### config.mk
export PLATFORM = sky130hd
export DESIGN_NAME = scan_frame_scheduler
export DESIGN_NICKNAME = d
export VERILOG_FILES = /design/src/rtl/scan_frame_scheduler.sv
export SDC_FILE = /design/constraint.sdc
export NUM_CORES = 1
export LEC_CHECK = 0
export ABC_AREA = 1
export BUFFER_PORTS_ARGS = -buffer_cell sky130_fd_sc_hd__buf_2
export CAP_MARGIN = 20
export CELL_PAD_IN_SITES_DETAIL_PLACEMENT = 1
export CELL_PAD_IN_SITES_GLOBAL_PLACEMENT = 2
export CORE_UTILIZATION = 33
export CTS_CLUSTER_SIZE = 16
export DETAILED_ROUTE_END_ITERATION = 12
export GPL_TIMING_DRIVEN = 0
export PLACE_DENSITY = 0.87
export SLEW_MARGIN = 20
export SYNTH_ARGS = -nofsm -noshare
export SYNTH_HDL_FRONTEND = slang
export SYNTH_SLANG_ARGS = --single-unit
### constraint.sdc
create_clock -name clk -period 2.9 [get_ports clk]
set_input_delay 0.435 -clock clk [delete_from_list [all_inputs] [get_ports clk]]
set_output_delay 0.435 -clock clk [all_outputs]
set_load 0.05 [all_outputs]
### src/rtl/scan_frame_scheduler.sv
// Tactile-matrix scan sequencer: settles each switch/read wire pair, handshakes one ADC sample
// into a ping-pong frame BRAM, and launches convolution per finished bank. Option: SCAN_TIMEOUT_EN.
module scan_frame_scheduler #(
  parameter int SW_WIRE_CNT   = 16,
  parameter int RD_WIRE_CNT   = 16,
  parameter int SETTLE_CYCLES = 32,
  parameter int ADC_TIMEOUT   = 255
) (
  input  logic                                     clk,
  input  logic                                     rst,
  input  logic                                     start,
  input  logic                                     continuous,
  input  logic [2:0]                               k_select_in,
  output logic                                     adc_req,
  input  logic                                     adc_valid,
  input  logic [11:0]                              adc_data,
  output logic [$clog2(SW_WIRE_CNT)-1:0]           sw_sel,
  output logic [$clog2(RD_WIRE_CNT)-1:0]           rd_sel,
  output logic                                     wr_en,
  output logic [$clog2(SW_WIRE_CNT*RD_WIRE_CNT):0] wr_addr,
  output logic [11:0]                              wr_data,
  output logic                                     conv_start,
  output logic                                     conv_bank,
  output logic [2:0]                               k_select,
  input  logic                                     conv_done,
  output logic                                     busy,
  output logic [15:0]                              frame_cnt,
  output logic                                     overrun,
  output logic                                     adc_timeout
);

  localparam int SW_W  = $clog2(SW_WIRE_CNT);
  localparam int RD_W  = $clog2(RD_WIRE_CNT);
  localparam int LIN_W = $clog2(SW_WIRE_CNT * RD_WIRE_CNT);
  localparam int ST_W  = $clog2(SETTLE_CYCLES + 1);

  if (SETTLE_CYCLES < 1 || ADC_TIMEOUT < 1) begin : g_param_check
    $error("scan_frame_scheduler: SETTLE_CYCLES and ADC_TIMEOUT must be >= 1");
  end

  typedef enum logic [2:0] {
    S_IDLE,
    S_SELECT,
    S_CONVERT,
    S_WRITE,
    S_FRAME_DONE,
    S_HOLD
  } state_t;

  state_t            r_state;
  logic [ST_W-1:0]   r_settleCnt;
  logic              r_bank;
  logic              r_convBusy;

  logic              w_lastTaxel;
  logic [LIN_W-1:0]  w_linAddr;
  logic              w_launch;
  logic [2:0]        w_kSel;
  logic              w_capture;
  logic [11:0]       w_capData;

`ifdef SCAN_TIMEOUT_EN
  localparam int TO_W = $clog2(ADC_TIMEOUT + 1);
  logic [TO_W-1:0]   r_toCnt;
  logic              r_adcTimeout;
  assign adc_timeout = r_adcTimeout;
`else
  assign adc_timeout = 1'b0;
`endif

  always_comb begin
    w_lastTaxel = (sw_sel == SW_W'(SW_WIRE_CNT - 1)) && (rd_sel == RD_W'(RD_WIRE_CNT - 1));
    w_linAddr   = LIN_W'(int'(sw_sel) * RD_WIRE_CNT + int'(rd_sel));
    // HOLD launches on the very cycle conv_done arrives; FRAME_DONE only when the engine is idle
    w_launch    = ((r_state == S_FRAME_DONE) && !r_convBusy) ||
                  ((r_state == S_HOLD) && conv_done);
    w_kSel      = (k_select_in > 3'd5) ? 3'd0 : k_select_in;
    w_capture   = 1'b0;
    w_capData   = adc_data;
    if (r_state == S_CONVERT) begin
      if (adc_valid) begin
        w_capture = 1'b1;
      end
`ifdef SCAN_TIMEOUT_EN
      else if (r_toCnt == TO_W'(ADC_TIMEOUT - 1)) begin
        w_capture = 1'b1;
        w_capData = 12'hFFF;
      end
`endif
    end
  end

  always_ff @(posedge clk or negedge rst) begin
    if (!rst) begin
      r_state     <= S_IDLE;
      r_settleCnt <= '0;
      r_bank      <= 1'b0;
      r_convBusy  <= 1'b0;
      adc_req     <= 1'b0;
      sw_sel      <= '0;
      rd_sel      <= '0;
      wr_en       <= 1'b0;
      wr_addr     <= '0;
      wr_data     <= '0;
      conv_start  <= 1'b0;
      conv_bank   <= 1'b0;
      k_select    <= 3'd0;
      busy        <= 1'b0;
      frame_cnt   <= '0;
      overrun     <= 1'b0;
`ifdef SCAN_TIMEOUT_EN
      r_toCnt      <= '0;
      r_adcTimeout <= 1'b0;
`endif
    end else begin
      wr_en      <= 1'b0;
      conv_start <= 1'b0;
      if (conv_done) begin
        r_convBusy <= 1'b0;
      end

      case (r_state)
        S_IDLE: begin
          if (start) begin
            r_state     <= S_SELECT;
            busy        <= 1'b1;
            r_settleCnt <= '0;
          end
        end
        S_SELECT: begin
          if (r_settleCnt == ST_W'(SETTLE_CYCLES - 1)) begin
            r_state <= S_CONVERT;
            adc_req <= 1'b1;
`ifdef SCAN_TIMEOUT_EN
            r_toCnt <= '0;
`endif
          end else begin
            r_settleCnt <= r_settleCnt + 1'b1;
          end
        end
        S_CONVERT: begin
          if (w_capture) begin
            adc_req <= 1'b0;
            wr_en   <= 1'b1;
            wr_addr <= {r_bank, w_linAddr};
            wr_data <= w_capData;
            r_state <= S_WRITE;
`ifdef SCAN_TIMEOUT_EN
            if (!adc_valid) begin
              r_adcTimeout <= 1'b1;
            end
          end else begin
            r_toCnt <= r_toCnt + 1'b1;
`endif
          end
        end
        S_WRITE: begin
          r_settleCnt <= '0;
          if (w_lastTaxel) begin
            r_state <= S_FRAME_DONE;
          end else begin
            r_state <= S_SELECT;
            if (rd_sel == RD_W'(RD_WIRE_CNT - 1)) begin
              rd_sel <= '0;
              sw_sel <= sw_sel + 1'b1;
            end else begin
              rd_sel <= rd_sel + 1'b1;
            end
          end
        end
        S_FRAME_DONE: begin
          frame_cnt <= frame_cnt + 1'b1;
          if (r_convBusy) begin
            overrun <= 1'b1;
            r_state <= S_HOLD;
          end
        end
        S_HOLD: begin
        end
        default: r_state <= S_IDLE;
      endcase

      // Launch hands the filled bank to the engine and restarts the scan in the other bank
      if (w_launch) begin
        conv_start  <= 1'b1;
        conv_bank   <= r_bank;
        k_select    <= w_kSel;
        r_convBusy  <= 1'b1;
        r_bank      <= ~r_bank;
        sw_sel      <= '0;
        rd_sel      <= '0;
        r_settleCnt <= '0;
        if (continuous) begin
          r_state <= S_SELECT;
        end else begin
          r_state <= S_IDLE;
          busy    <= 1'b0;
        end
      end
    end
  end

endmodule

==> results by group <==
Outcome
  • Status: complete, but fails checks
  • Failing checks: design-rule violations

Place
  • Post-DP HPWL: 5610 microns
  • Gpl congestion: 0.738
  • Number of I/O port buffers: 74

Clock network
  • PostCTS Resize Cnt: 0
  • Reg clk slew, reported paths: 0.08 ns
  • Clock Latency Late Sink: 0.34 ns
  • CTS Hold Bufs: 0
  • Htree depth: 3
  • Sink Count: 65
  • CTS tree: yes
  • Post-CTS setup buffer count: 0
  • Total clock buffers created by CTS: 9
  • CTS Buffer Depth: 2
  • Root buf cell: clkbuf_8

Layout
  • Layout cell share with drive strength beyond 1: 24.6%
  • Nets: 475
  • N_diodes: 0
  • Core Util, Final: 42.8%
  • Area delta synth->final: 23.8%

Synth
  • Mapped Avg Cell Area: 8.35 sq um
  • Async SR Flop Fraction: 100%
  • Area share of the largest cell type after synthesis: 53.5%
  • Synth top area cells: dfrtp_1, nand2_1, nand3_1
  • Post-synth EDFFs: 0
  • Post-Synthesis Cells: 364
  • Post-synth top cells: nand2_1, dfrtp_1, inv_1, nand3_1, nor2_1
  • Post-synth top area cell: dfrtp_1
  • Post-synthesis sequential area ratio: 53.5%
  • Post-synthesis mux area share: 0%
  • Largest family of logic cells by synthesized area: simple AND/OR/NAND/NOR gates
  • Most common cell in the netlist: nand2_1
  • Post-synth net total: 389
  • Post-synthesis adder-cell area fraction: 1.65%
  • Post-Synth Simple-Gate Area: 28.1%
  • Post-synthesis xor/xnor area fraction: 2.88%
  • Synth Area in Compound Gates: 7.04%
  • Library cells used by synthesis: 31
  • Primary FF master, synth: dfrtp_1
  • Synth Register Bits: 65
  • Yosys Warn Count: 0
  • Post-Synthesis Cell Area: 3040 sq um

Routing
  • DR DRC count: 4
  • Via count: 2659
  • Post-DRT Antenna Nets: 0
  • Post-Route WL: 7530 microns
  • First DRT Iteration DRCs: 65
  • Drt wl/cell: 13.4 microns
  • DR pass1 iterations: 8
  • Post-DR vias/cell: 4.72

Die
  • Die ar.: 9600 sq um
  • # IOs: 76
  • Standard-cell rows: 34
  • Die Span X: 98.0 microns
  • Die height: 98.0 microns
  • Area of the core: 8810 sq um
  • Initial Utilization: 34.5%

Flow run
  • MaxCap Viol Count: 0

Global routing
  • First-pass GRT wire length: 13100 microns
  • Pin count of the biggest net entering global routing: 39
  • Vias in the first global route: 2760
  • GR Util All Layers: 17.0%
  • Remaining global-route overflow: 0
  • Antenna violations before repair: 0

STA
  • Post-route setup TNS: 0 ns
  • Max frequency: 595 MHz
  • Minimum clock period: 1.68 ns
  • RSZ-0062 raised after global routing: false
  • Setup-failing EPs final: 0
  • Slew Limit Fails: 0
  • Hold Vio Cnt, Final: 0
  • Worst clock skew: 0.0112 ns
  • Final cycle utilization of the critical path: 58.0%

Critical path
  • R2R Path End: r_settleCnt[1]
  • CP arrival: 1.90 ns
  • CP Launch Type: flip-flop
  • CP Class: flip-flop to flip-flop
  • Path depth of the worst reg2reg path: 8
  • Required @ worst endpoint: 3.12 ns
  • FF-to-FF Start: r_settleCnt[0]
  • R2R Setup Slk: 1.22 ns
  • Crit end category: flip-flop
  • CP max FO: 7

Pwr
  • Peak VDD IR: 0.400 mV
  • P_sw: 0.00164 W
  • LEAKAGE: 2.01 nW
  • Combinational power share: 41.7%
  • Pint: 0.00189 W
  • Pwr Density: 936 nW/um^2
  • Flop pwr share: 36.3%
  • Clk pwr share: 22.0%
  • PnR Total Power: 0.00352 W
  • Net Sw Frac: 46.4%

Worst hold path
  • Worst hold path type: primary input to async pin
[critical path: stages (launching register included)]
cell	delay, ns
dfrtp_1	0.40
ha_1	0.18
nand2_1	0.08
nor2_1	0.23
nand3_1	0.11
nand3_1	0.24
nand2_1	0.18
nand3_1	0.11
nand2_1	0.05
[cells in the final DEF, fill, tap and decap left out, types with 4 or more instances in the layout]
master,netlist,layout
nand2_1,125,125
buf_2,2,75
dfrtp_1,65,65
inv_1,35,35
nand3_1,27,27
nor2_1,26,26
o21ai_0,23,23
a21oi_1,10,10
clkbuf_8,0,10
xor2_1,8,8
inv_2,4,4
ha_1,4,4
[per-layer routing]
metal  vias up  GRT usage, %  wire length, microns
met5         -             0                     0
met4         0          6.29                   100
met3        10          3.58                   311
met2        50          28.4                  3650
met1      1283          21.6                  3470
li1       1316             -                     -
[area by class of cell]
type / count / area, sq um
clock inverter: 5 / 55.1
inverter: 40 / 153
multi-input combinational: 252 / 1210
sequential: 65 / 1630
buffer: 7 / 51.3
fill: 1107 / 5040
clock buffer: 11 / 141
timing repair buffer: 75 / 393
tap: 108 / 135
[power by group through the flow]
stage | Clock [W] | Combinational (W) | Sequential, W
global route | 0.000840 | 0.00160 | 0.00131
floorplan | 0 | 0.000466 | 0.00192
CTS | 0.000805 | 0.00149 | 0.00128
global placement | 0 | 0.00145 | 0.00129
finish | 0.000776 | 0.00147 | 0.00128
detailed placement | 0 | 0.00149 | 0.00129
[flip-flops by register name (all words and copies together) (netlist names)]
name / cells
adc_req: 1
busy: 1
conv_bank: 1
conv_start: 1
frame_cnt: 16
k_select: 3
overrun: 1
r_bank: 1
r_convBusy: 1
r_settleCnt: 6
r_state: 3
rd_sel: 4
sw_sel: 4
wr_addr: 9
wr_data: 12
wr_en: 1
[worst max-delay path by stage]
stage	startpoint	end	slack, ns	depth (start not counted)
CTS	r_settleCnt[0]	r_settleCnt[3]	1.20	8
global placement	rst	wr_data[6]	1.03	1
finish	r_settleCnt[0]	r_settleCnt[1]	1.22	8
detailed placement	r_settleCnt[0]	r_settleCnt[3]	1.22	8
floorplan	rd_sel[0]	r_state[0]	1.20	8
global route	r_settleCnt[0]	r_settleCnt[5]	1.01	8
[kinds of logic (layout without fill, tap and decap cells)]
| kind of cell | count (synthesis) | in the layout |
|---|---|---|
| and+or+nand+nor | 197 | 197 |
| other | 1 | 1 |
| buffers and inverters | 47 | 138 |
| xor gates and xnor gates | 10 | 10 |
| DFF | 65 | 65 |
| AOI/OAI and AO/OA | 40 | 40 |
| adders and majority gates | 4 | 4 |
[per-stage QoR]
stage          hold WS, ns  worst slack, ns  instances  cell area (sq um)
6_report            0.0145             1.22        563               3760
5_1_grt             0.0384             1.01        563               3760
3_3_place_gp         0.449             1.03        546               3550
2_1_floorplan        0.139             1.20        364               3040
3_5_place_dp         0.391             1.22        547               3570
4_1_cts             0.0206             1.20        563               3760
No activity file was read; power rests on OpenSTA's default activity.
